<file path="config.mk">
export PLATFORM = sky130hd
export DESIGN_NAME = range_buf_arbiter
export DESIGN_NICKNAME = d
export VERILOG_FILES = /design/src/rtl/insa_pkg.sv /design/src/rtl/range_rr_arb.sv /design/src/rtl/range_buf_arbiter.sv
export SDC_FILE = /design/constraint.sdc
export NUM_CORES = 2
export LEC_CHECK = 0
export CAP_MARGIN = 20
export CORE_ASPECT_RATIO = 0.6
export CORE_UTILIZATION = 67
export DETAILED_ROUTE_END_ITERATION = 8
export PLACE_DENSITY = 0.87
export SYNTH_ARGS = -nofsm -noshare
export SYNTH_HDL_FRONTEND = slang
export SYNTH_HIERARCHICAL = 1
export SYNTH_SLANG_ARGS = --single-unit
</file>
<file path="constraint.sdc">
create_clock -name clk_i -period 12.5 [get_ports clk_i]
set_input_delay 1.875 -clock clk_i [delete_from_list [all_inputs] [get_ports clk_i]]
set_output_delay 1.875 -clock clk_i [all_outputs]
set_load 0.01 [all_outputs]
</file>
<file path="src/rtl/insa_pkg.sv">
// Shared types for the range buffer: entry record, FSM state, and the range-match helper.
package insa_pkg;

    localparam int unsigned ADDR_MAX_W = 64;

    typedef logic [ADDR_MAX_W-1:0] addr_t;

    // Addresses are zero-extended to ADDR_MAX_W so end+1 never wraps inside AW.
    typedef struct packed {
        addr_t start_addr;
        addr_t end_addr;
        logic  valid;
    } range_entry_t;

    typedef enum logic {
        ST_RUN   = 1'b0,
        ST_FLUSH = 1'b1
    } state_e;

    function automatic logic entry_hit(range_entry_t e, addr_t a);
        return e.valid && (a >= e.start_addr) && (a <= e.end_addr);
    endfunction

endpackage

</file>
<file path="src/rtl/range_rr_arb.sv">
// Two-input round-robin arbiter; input 0 (heap) is preferred out of reset.
module range_rr_arb (
    input  logic       clk_i,
    input  logic       rst_ni,
    input  logic       en_i,
    input  logic [1:0] req_i,
    output logic [1:0] gnt_c
);

    // prio_q=1 means input 1 wins the next contention.
    logic prio_q;

    always_comb begin
        gnt_c = 2'b00;
        if (en_i) begin
            if (req_i[0] && (!req_i[1] || !prio_q)) begin
                gnt_c = 2'b01;
            end else if (req_i[1]) begin
                gnt_c = 2'b10;
            end
        end
    end

    always_ff @(posedge clk_i or negedge rst_ni) begin
        if (!rst_ni) begin
            prio_q <= 1'b0;
        end else if (gnt_c[0]) begin
            prio_q <= 1'b1;
        end else if (gnt_c[1]) begin
            prio_q <= 1'b0;
        end
    end

endmodule

</file>
<file path="src/rtl/range_buf_arbiter.sv">
// Circular buffer of address ranges fed by two arbitrated writers, with
// single-cycle lookup, adjacent-range merging and a sequential flush.
module range_buf_arbiter
    import insa_pkg::*;
#(
    parameter int unsigned DEPTH = 8,
    parameter int unsigned AW    = 32
) (
    input  logic                     clk_i,
    input  logic                     rst_ni,
    input  logic                     flush_i,
    input  logic                     heap_valid_i,
    output logic                     heap_ready_o,
    input  logic [AW-1:0]            heap_start_i,
    input  logic [AW-1:0]            heap_end_i,
    input  logic                     dlk_valid_i,
    output logic                     dlk_ready_o,
    input  logic [AW-1:0]            dlk_start_i,
    input  logic [AW-1:0]            dlk_end_i,
    input  logic                     lookup_valid_i,
    input  logic [AW-1:0]            lookup_addr_i,
    output logic                     hit_valid_o,
    output logic                     hit_o,
    output logic [$clog2(DEPTH)-1:0] hit_idx_o,
    output logic [$clog2(DEPTH):0]   count_o,
    output logic                     err_o,
    output logic                     busy_o
);

    localparam int unsigned IW = $clog2(DEPTH);
    localparam int unsigned CW = IW + 1;

    state_e        state_q, state_d;
    logic [IW-1:0] clr_idx_q, clr_idx_d;

    range_entry_t  entries_q [DEPTH];
    logic [IW-1:0] head_q;
    logic [CW-1:0] count_q;

    logic          err_q, busy_q, hit_valid_q, hit_q;
    logic [IW-1:0] hit_idx_q;

    logic          arb_en;
    logic [1:0]    gnt;
    logic          wr_acc, wr_ok, wr_merge;
    addr_t         wr_start, wr_end, lk_addr;
    logic [IW-1:0] last_idx, match_idx;
    logic          any_match;

    // Writes are only offered in RUN, outside reset, and never alongside a flush request.
    assign arb_en = rst_ni && (state_q == ST_RUN) && !flush_i;

    range_rr_arb u_arb (
        .clk_i  (clk_i),
        .rst_ni (rst_ni),
        .en_i   (arb_en),
        .req_i  ({dlk_valid_i, heap_valid_i}),
        .gnt_c  (gnt)
    );

    assign heap_ready_o = gnt[0];
    assign dlk_ready_o  = gnt[1];

    // Write-path decode: winner data, legality, merge into the last-written entry.
    always_comb begin
        wr_acc   = |gnt;
        wr_start = gnt[1] ? addr_t'(dlk_start_i) : addr_t'(heap_start_i);
        wr_end   = gnt[1] ? addr_t'(dlk_end_i)   : addr_t'(heap_end_i);
        last_idx = head_q - IW'(1);
        wr_ok    = wr_acc && (wr_start <= wr_end);
        wr_merge = wr_ok && (count_q != '0) && entries_q[last_idx].valid &&
                   (wr_start == entries_q[last_idx].end_addr + addr_t'(1));
    end

    // Lowest-index match over the pre-write contents.
    always_comb begin
        any_match = 1'b0;
        match_idx = '0;
        lk_addr   = addr_t'(lookup_addr_i);
        for (int i = int'(DEPTH) - 1; i >= 0; i--) begin
            if (entry_hit(entries_q[i], lk_addr)) begin
                any_match = 1'b1;
                match_idx = IW'(i);
            end
        end
    end

    always_comb begin
        state_d   = state_q;
        clr_idx_d = clr_idx_q;
        case (state_q)
            ST_RUN: begin
                if (flush_i) begin
                    state_d   = ST_FLUSH;
                    clr_idx_d = '0;
                end
            end
            ST_FLUSH: begin
                clr_idx_d = clr_idx_q + IW'(1);
                if (flush_i) begin
                    clr_idx_d = '0;
                end else if (clr_idx_q == IW'(DEPTH - 1)) begin
                    state_d = ST_RUN;
                end
            end
            default: state_d = ST_RUN;
        endcase
    end

    always_ff @(posedge clk_i or negedge rst_ni) begin
        if (!rst_ni) begin
            state_q   <= ST_RUN;
            clr_idx_q <= '0;
        end else begin
            state_q   <= state_d;
            clr_idx_q <= clr_idx_d;
        end
    end

    // Entry storage; flush entry also rewinds head so the buffer restarts at index 0.
    always_ff @(posedge clk_i or negedge rst_ni) begin
        if (!rst_ni) begin
            for (int i = 0; i < int'(DEPTH); i++) begin
                entries_q[i] <= '0;
            end
            head_q  <= '0;
            count_q <= '0;
        end else if (state_q == ST_FLUSH) begin
            entries_q[clr_idx_q].valid <= 1'b0;
        end else if (flush_i) begin
            head_q  <= '0;
            count_q <= '0;
        end else if (wr_merge) begin
            entries_q[last_idx].end_addr <= wr_end;
        end else if (wr_ok) begin
            entries_q[head_q] <= '{start_addr: wr_start, end_addr: wr_end, valid: 1'b1};
            head_q            <= head_q + IW'(1);
            if (count_q != CW'(DEPTH)) begin
                count_q <= count_q + CW'(1);
            end
        end
    end

    always_ff @(posedge clk_i or negedge rst_ni) begin
        if (!rst_ni) begin
            err_q       <= 1'b0;
            busy_q      <= 1'b0;
            hit_valid_q <= 1'b0;
            hit_q       <= 1'b0;
            hit_idx_q   <= '0;
        end else begin
            err_q       <= wr_acc && (wr_start > wr_end);
            busy_q      <= (state_d == ST_FLUSH);
            hit_valid_q <= lookup_valid_i;
            hit_q       <= lookup_valid_i && (state_q == ST_RUN) && any_match;
            hit_idx_q   <= (lookup_valid_i && (state_q == ST_RUN) && any_match) ? match_idx : '0;
        end
    end

    assign hit_valid_o = hit_valid_q;
    assign hit_o       = hit_q;
    assign hit_idx_o   = hit_idx_q;
    assign count_o     = count_q;
    assign err_o       = err_q;
    assign busy_o      = busy_q;

endmodule

</file>
* Word level (Yosys, flattened, before mapping)
Index checks and enable logic that the tools add are counted.
Storage, ports and cells: flip-flop bits (word level) 1050, latch bits 0, bits in writable memories 0, ROM bits 0, input port bits 166, output and inout port bits 13, memories 0
Cells by class: add/sub/neg operators 5, multipliers 0, div/mod/pow operators 0, magnitude comparators 24, equal/unequal tests 6, shift-type cells 0, multiplexer cells 54, bitwise logic cells 4, reductions and logical operators 42
Operators by type and width (number):
- two-way mux 1032 bit | 4
- bitwise mux 1032 bit | 3
- demux 129 bit (select 3 bit) | 3
- >= comparator 32 x 64 -> 1 bit | 8
- <= comparator 32 x 64 -> 1 bit | 8
- binary-select mux 129 bit (select 3 bit) | 1
- two-way mux 65 bit | 3
- two-way mux 129 bit | 1
- adder 64 x 1 -> 64 bit (second input constant) | 1
- == test 32 x 64 -> 1 bit | 1
- two-way mux 32 bit | 2
- two-way mux 3 bit | 14
- greater-than comparator 32 bit | 1
- <= comparator 32 bit | 1
- logical AND 1 bit | 29
- two-way mux 4 bit | 4
- two-way mux 1 bit | 14
- >= comparator 4 bit (second input constant) | 3
- less-than comparator 4 x 1 -> 1 bit (second input constant) | 3
- NOT 3 -> 4 bit | 3
- adder 3 x 1 -> 3 bit (second input constant) | 2
- two-way mux 2 bit | 3
- one-hot mux 3 bit (2 select lines) | 1
- nonzero test 2 bit | 3
- 16 further kinds | 19

* Logic depth before layout (Yosys ltp)
depth after elaboration 14, mapped depth 29, depth with buffers taken out 19

* Modules after synthesis
Netlist, hierarchy kept.
By module, submodules not included:
- range_buf_arbiter | instances 1, cells an instance 3917, area an instance 37564.8 sq um
- range_rr_arb | instances 1, cells an instance 8, area an instance 61.3 sq um

* Least setup slack after synthesis
Ideal clock, no wire load.
kind input port to flip-flop, start in flush_i, end reg entries_q[388] (netlist name), setup time 0.125 ns, arrival 7.838 ns, data required time 12.375 ns, path slack 4.537 ns, cell stages on the path 23, buffers on the path 5, cell sequence nor2_1 > and2_1 > nand2_1 > a21oi_1 > buf_1 > clkbuf_1 > clkbuf_1 > buf_1 > mux2_2 > clkinv_1 > ha_1 > nand4_1 > nor4_1 > and4_1 > inv_1 > a22oi_1 > o311a_1 > o21ai_0 > nand4b_1 > or4_4 > buf_6 > o41ai_4 > mux2_2
Between the ends: word-level cells in the longest chain between the ends 12, elaborated cells on any way between the ends 21
RTL lines:
- from (decl) | RTL line range_buf_arbiter.sv:11 | input logic flush_i,
- zero test 1 bit (*) | RTL line range_buf_arbiter.sv:51 | assign arb_en = rst_ni && (state_q == ST_RUN) && !flush_i;
- logical AND 1 bit (*) | RTL line range_buf_arbiter.sv:51
- named net arb_en | RTL line range_buf_arbiter.sv:43 | logic arb_en;
- two-way mux 2 bit (*) | RTL line range_rr_arb.sv:15 | if (en_i) begin
- named net dlk_ready_o | RTL line range_buf_arbiter.sv:17 | output logic dlk_ready_o,
- two-way mux 32 bit (on tied branches) | RTL line range_buf_arbiter.sv:67, range_buf_arbiter.sv:68
- <= comparator 32 bit | RTL line range_buf_arbiter.sv:70 | wr_ok = wr_acc && (wr_start <= wr_end);
- logical AND 1 bit | RTL line range_buf_arbiter.sv:70
- logical AND 1 bit (3 in a row) | RTL line range_buf_arbiter.sv:71 | wr_merge = wr_ok && (count_q != '0) && entries_q[last_idx].valid &&
- two-way mux 1032 bit | RTL line range_buf_arbiter.sv:133 | end else if (wr_merge) begin
- two-way mux 1032 bit | RTL line range_buf_arbiter.sv:130 | end else if (flush_i) begin
- two-way mux 1032 bit | RTL line range_buf_arbiter.sv:128 | end else if (state_q == ST_FLUSH) begin
- to (signal, indexed assignment) | RTL line range_buf_arbiter.sv:136 | entries_q[head_q] <= '{start_addr: wr_start, end_addr: wr_end, valid: 1'b1};
- to (decl) | RTL line range_buf_arbiter.sv:36 | range_entry_t entries_q [DEPTH];
The timed path passes the listed nets; every way through them passes the cells marked *. The select of a mux whose other input is x is not followed. A chain may end at the register's enable or synchronous reset.

* Worst setup path after layout
start in flush_i, end reg entries_q[11] (netlist name)
Between the ends: word-level cells in the longest chain between the ends 12, elaborated cells on any way between the ends 21
RTL lines (RTL line):
- zero test 1 bit (*) | range_buf_arbiter.sv:51
- logical AND 1 bit (*) | range_buf_arbiter.sv:51
- named net arb_en | range_buf_arbiter.sv:43
- two-way mux 2 bit (*) | range_rr_arb.sv:15
- two-way mux 32 bit (on tied branches) | range_buf_arbiter.sv:67, range_buf_arbiter.sv:68
- <= comparator 32 bit | range_buf_arbiter.sv:70
- logical AND 1 bit | range_buf_arbiter.sv:70
- logical AND 1 bit (3 in a row) | range_buf_arbiter.sv:71
- two-way mux 1032 bit | range_buf_arbiter.sv:133
- two-way mux 1032 bit | range_buf_arbiter.sv:130
- two-way mux 1032 bit | range_buf_arbiter.sv:128
Marked as above.

==> results.yml <==
outcome:
  status: "completed"
clocking:
  clkSinkCount: 538
  ctsHoldBuffers: 0
  clkSlewWorstSetupHoldPaths_ns: 0.07
  cts_tree: "done"
  clk-insertion-delay-late_ns: 0.63
  post-cts-setup-buffers: 0
  h-tree-depth: 2
  cts.path.max_buffers: 3
  cts-resized-gates: 0
  cts_inserted_buffers: 53
  clockRootBuffer: "clkbuf_16"
floorplanning:
  die_area_um2: 57100
  ios: 179
  initial_core_util: 0.686
  core_area_um2: 54800
  num_rows: 66
  die_x_um: 308
  fp.dieH_um: 186
synthesis:
  post_synth.cell_area_avg_um2: 9.59
  syn_area_um2: 37600
  ys_warn_count: 6
  synth_top_family_by_area: "adder cells"
  yosys-top-cells-count: "551 x ha_1, 538 x dfrtp_1, 532 x inv_1"
  synth_fa_ha_area_frac: 0.183
  synth_edf_count: 0
  syn_nets: 4642
  synth_simple_gate_area_frac: 0.103
  seq_area_frac_synth: 0.358
  async_flop_share: 1.00
  synth.most_common_cell: "ha_1"
  synth_top_area_share: 0.358
  synthCells: 3925
  synth-seq-cells: 538
  synth_cell_types: 89
  synthMuxAreaShare: 0.126
  synth_ff_type: "dfrtp_1"
  synth_xor_xnor_area_share: 0.0123
  synth.area.top_cells: "dfrtp_1 36%, ha_1 18%, mux2i_1 8.8%, inv_1 5.3%, a21oi_1 4.3%"
  synth-compound-area-share: 0.138
  synth_top_area_cell: "dfrtp_1"
place:
  dp_hpwl_um: 91600
  port-buffer-count: 178
  place_area_um2: 40100
  place_congestion: 1.09
global_routing:
  grt_pass1_wl_um: 190000
  grt_pass1_vias: 31400
  grtUsageTotal: 0.446
  gr-total-overflow: 0
  grt_antenna_before_repair: 4
  grt_max_degree: 161
sta:
  rsz0062_at_grt: "no"
  tightest_slew_ns: 1.16
  relSlewSlack: 0.218
  period_needed_ns: 9.82
  timing.final.crit_share: 0.786
  max_clock_freq_mhz: 102
  fin_skew_ns: 0.0382
  setup_tns_ns: 0
  hold_viol: 0
  final_max_slew_viol_count: 0
  setup_viol: 0
detailed_routing:
  wl_per_cell_um: 25.9
  post-route-drc-count: 0
  dr_total_vias: 32100
  first_pass_iters: 9
  antenna_left: 0
  first_iter_violations: 4608
  routed_wl_um: 127000
  routed_via_density: 6.56
final_layout:
  drive_gt1_frac: 0.0645
  finish.net_count: 4817
  design_area_um2: 42000
  synthToLayoutAreaGrowth_pct: 11.6
  fillCellCount: 3751
setup_path:
  critPathRequiredTime_ns: 13.03
  cp_slowest_cell: "or4_4"
  end_kind: "flip-flop"
  cp_common_cell: "buf_4"
  cp-start-kind: "primary input"
  worstPathCellList: "clkdlybuf4s50_1 -> nor2_1 -> and2_1 -> nand2_1 -> a21oi_4 -> buf_4 -> mux2i_1 -> inv_1 -> ha_1 -> nand3_1 -> nor4_1 -> and4_1 -> inv_1 -> a22oi_1 -> o311a_1 -> o21ai_0 -> nand4b_1 -> or4_4 -> or4b_2 -> buf_4 -> o21a_2 -> buf_4 -> mux2i_1"
  crit_fanout: 66
  slowest_delay_ns: 0.72
  crit_type: "primary input to flip-flop"
  crit_arrival_ns: 10.35
power:
  switching_share: 0.282
  p_leak_nw: 21.9
  pwr-share-seq: 0.429
  power_density_nw_per_um2: 99.3
  p_sw_mw: 1.17
  power.share.clock: 0.419
  intPower_mw: 3.00
  pwr-share-comb: 0.151
  ir_worst_vdd_mv: 0.126
min_path:
  hold_class: "flip-flop to flip-flop"
job:
  maxCapViolations: 0
==> worst paths after layout <==
path | from | endpoint | slack (ns) | depth (start not counted)
worst max-delay path | flush_i | entries_q[11]$_DFFE_PN0P_ | 2.68 | 23
worst min-delay path | entries_q[842]$_DFFE_PN0P_ | entries_q[842]$_DFFE_PN0P_ | 0.48 | 2
worst max register to register | head_q[0]$_DFFE_PN0P_ | entries_q[11]$_DFFE_PN0P_ | 3.96 | 18
worst min register to register | entries_q[842]$_DFFE_PN0P_ | entries_q[842]$_DFFE_PN0P_ | 0.48 | 2
max in group asynchronous | rst_ni | entries_q[913]$_DFFE_PN0P_ | 8.30 | 4
min in group asynchronous | rst_ni | entries_q[459]$_DFFE_PN0P_ | 1.17 | 1
==> kinds of logic after synthesis <==
kind of cell	after synthesis
AOI/OAI and AO/OA	863
xor gates and xnor gates	50
adders and majority gates	551
buffers and inverters	708
DFF	538
muxes	415
and+or+nand+nor	800
==> critical path, delay by kind of cell <==
family | cells | cell delay, ns
and+or+nand+nor | 9 | 2.75
buffers and inverters | 6 | 2.72
AOI/OAI and AO/OA | 5 | 1.48
muxes | 2 | 1.04
adders and majority gates | 1 | 0.38
==> routing by layer <==
layer / track usage / vias to the layer above / wire length, um
li1: - / 14000 / -
met1: 0.611 / 15500 / 50100
met2: 0.617 / 2168 / 50300
met3: 0.182 / 421 / 19900
met4: 0.187 / 6 / 6150
met5: 0.0327 / - / 267
==> power by group through the flow <==
stage / Combinational (mW) / Clock [mW] / Sequential, mW
finish: 0.631 / 1.75 / 1.79
global route: 0.667 / 1.81 / 1.79
CTS: 0.603 / 1.74 / 1.79
detailed placement: 0.597 / 0 / 1.82
global placement: 0.583 / 0 / 1.82
floorplan: 0.311 / 0 / 1.81
==> state kept, by name, summed over array words and instances, names as in the netlist <==
register,flops
err_o,1
u_arb/prio_q,1
clr_idx_q,3
head_q,3
hit_idx_o,3
hit_valid_o,1
entries_q,520
hit_o,1
busy_o,1
count_o,4
==> through the flow <==
stage	hold WS [ns]	total power [mW]	setup WS, ns	std cells	util
4_1_cts	0.484	4.13	2.94	4887	0.766
3_5_place_dp	0.471	2.42	2.35	4791	0.732
6_report	0.483	4.17	2.68	4892	0.766
3_3_place_gp	0.461	2.40	2.59	4791	0.732
2_1_floorplan	0.450	2.12	4.54	3925	-
5_1_grt	0.499	4.27	2.43	4892	0.766
==> cells in the final DEF, fill, tap and decap left out, types with 6 or more instances in the layout <==
| cell type | netlist | layout |
|---|---|---|
| a211oi_1 | 8 | 8 |
| a21o_1 | 182 | 182 |
| a21oi_1 | 325 | 324 |
| a221oi_1 | 6 | 6 |
| a31oi_1 | 7 | 7 |
| and3_1 | 10 | 10 |
| buf_4 | 18 | 68 |
| clkbuf_1 | 40 | 10 |
| clkbuf_16 | 0 | 55 |
| clkbuf_8 | 0 | 16 |
| clkdlybuf4s50_1 | 0 | 177 |
| clkinv_1 | 45 | 45 |
| clkinv_2 | 0 | 6 |
| dfrtp_1 | 538 | 537 |
| ha_1 | 551 | 551 |
| inv_1 | 532 | 532 |
| mux2_2 | 41 | 41 |
| mux2i_1 | 331 | 331 |
| mux4_1 | 7 | 7 |
| mux4_2 | 32 | 32 |
| nand2_1 | 218 | 217 |
| nand2b_1 | 40 | 40 |
| nand3_1 | 32 | 32 |
| nand4_1 | 118 | 118 |
| nor2_1 | 241 | 241 |
| nor2b_1 | 49 | 49 |
| nor3_1 | 28 | 28 |
| nor4_1 | 16 | 16 |
| o211ai_1 | 13 | 13 |
| o21a_1 | 36 | 35 |
| o21ai_0 | 233 | 233 |
| or2_2 | 6 | 6 |
| xnor2_1 | 42 | 42 |
| xor2_1 | 6 | 6 |
==> layout make-up <==
class                           instances  area [um^2]  share of cell area
Sequential cell                       538        13500               0.321
Clock buffer                           81         1630              0.0389
Antenna cell                            3         7.51            0.000179
Clock inverter                         15          213             0.00506
Timing Repair Buffer                  250         2350              0.0559
Multi-Input combinational cell       2679        21200               0.505
Inverter                              578         2170              0.0517
Tap cell                              748          936              0.0223
(Power assumes the default switching activity.)
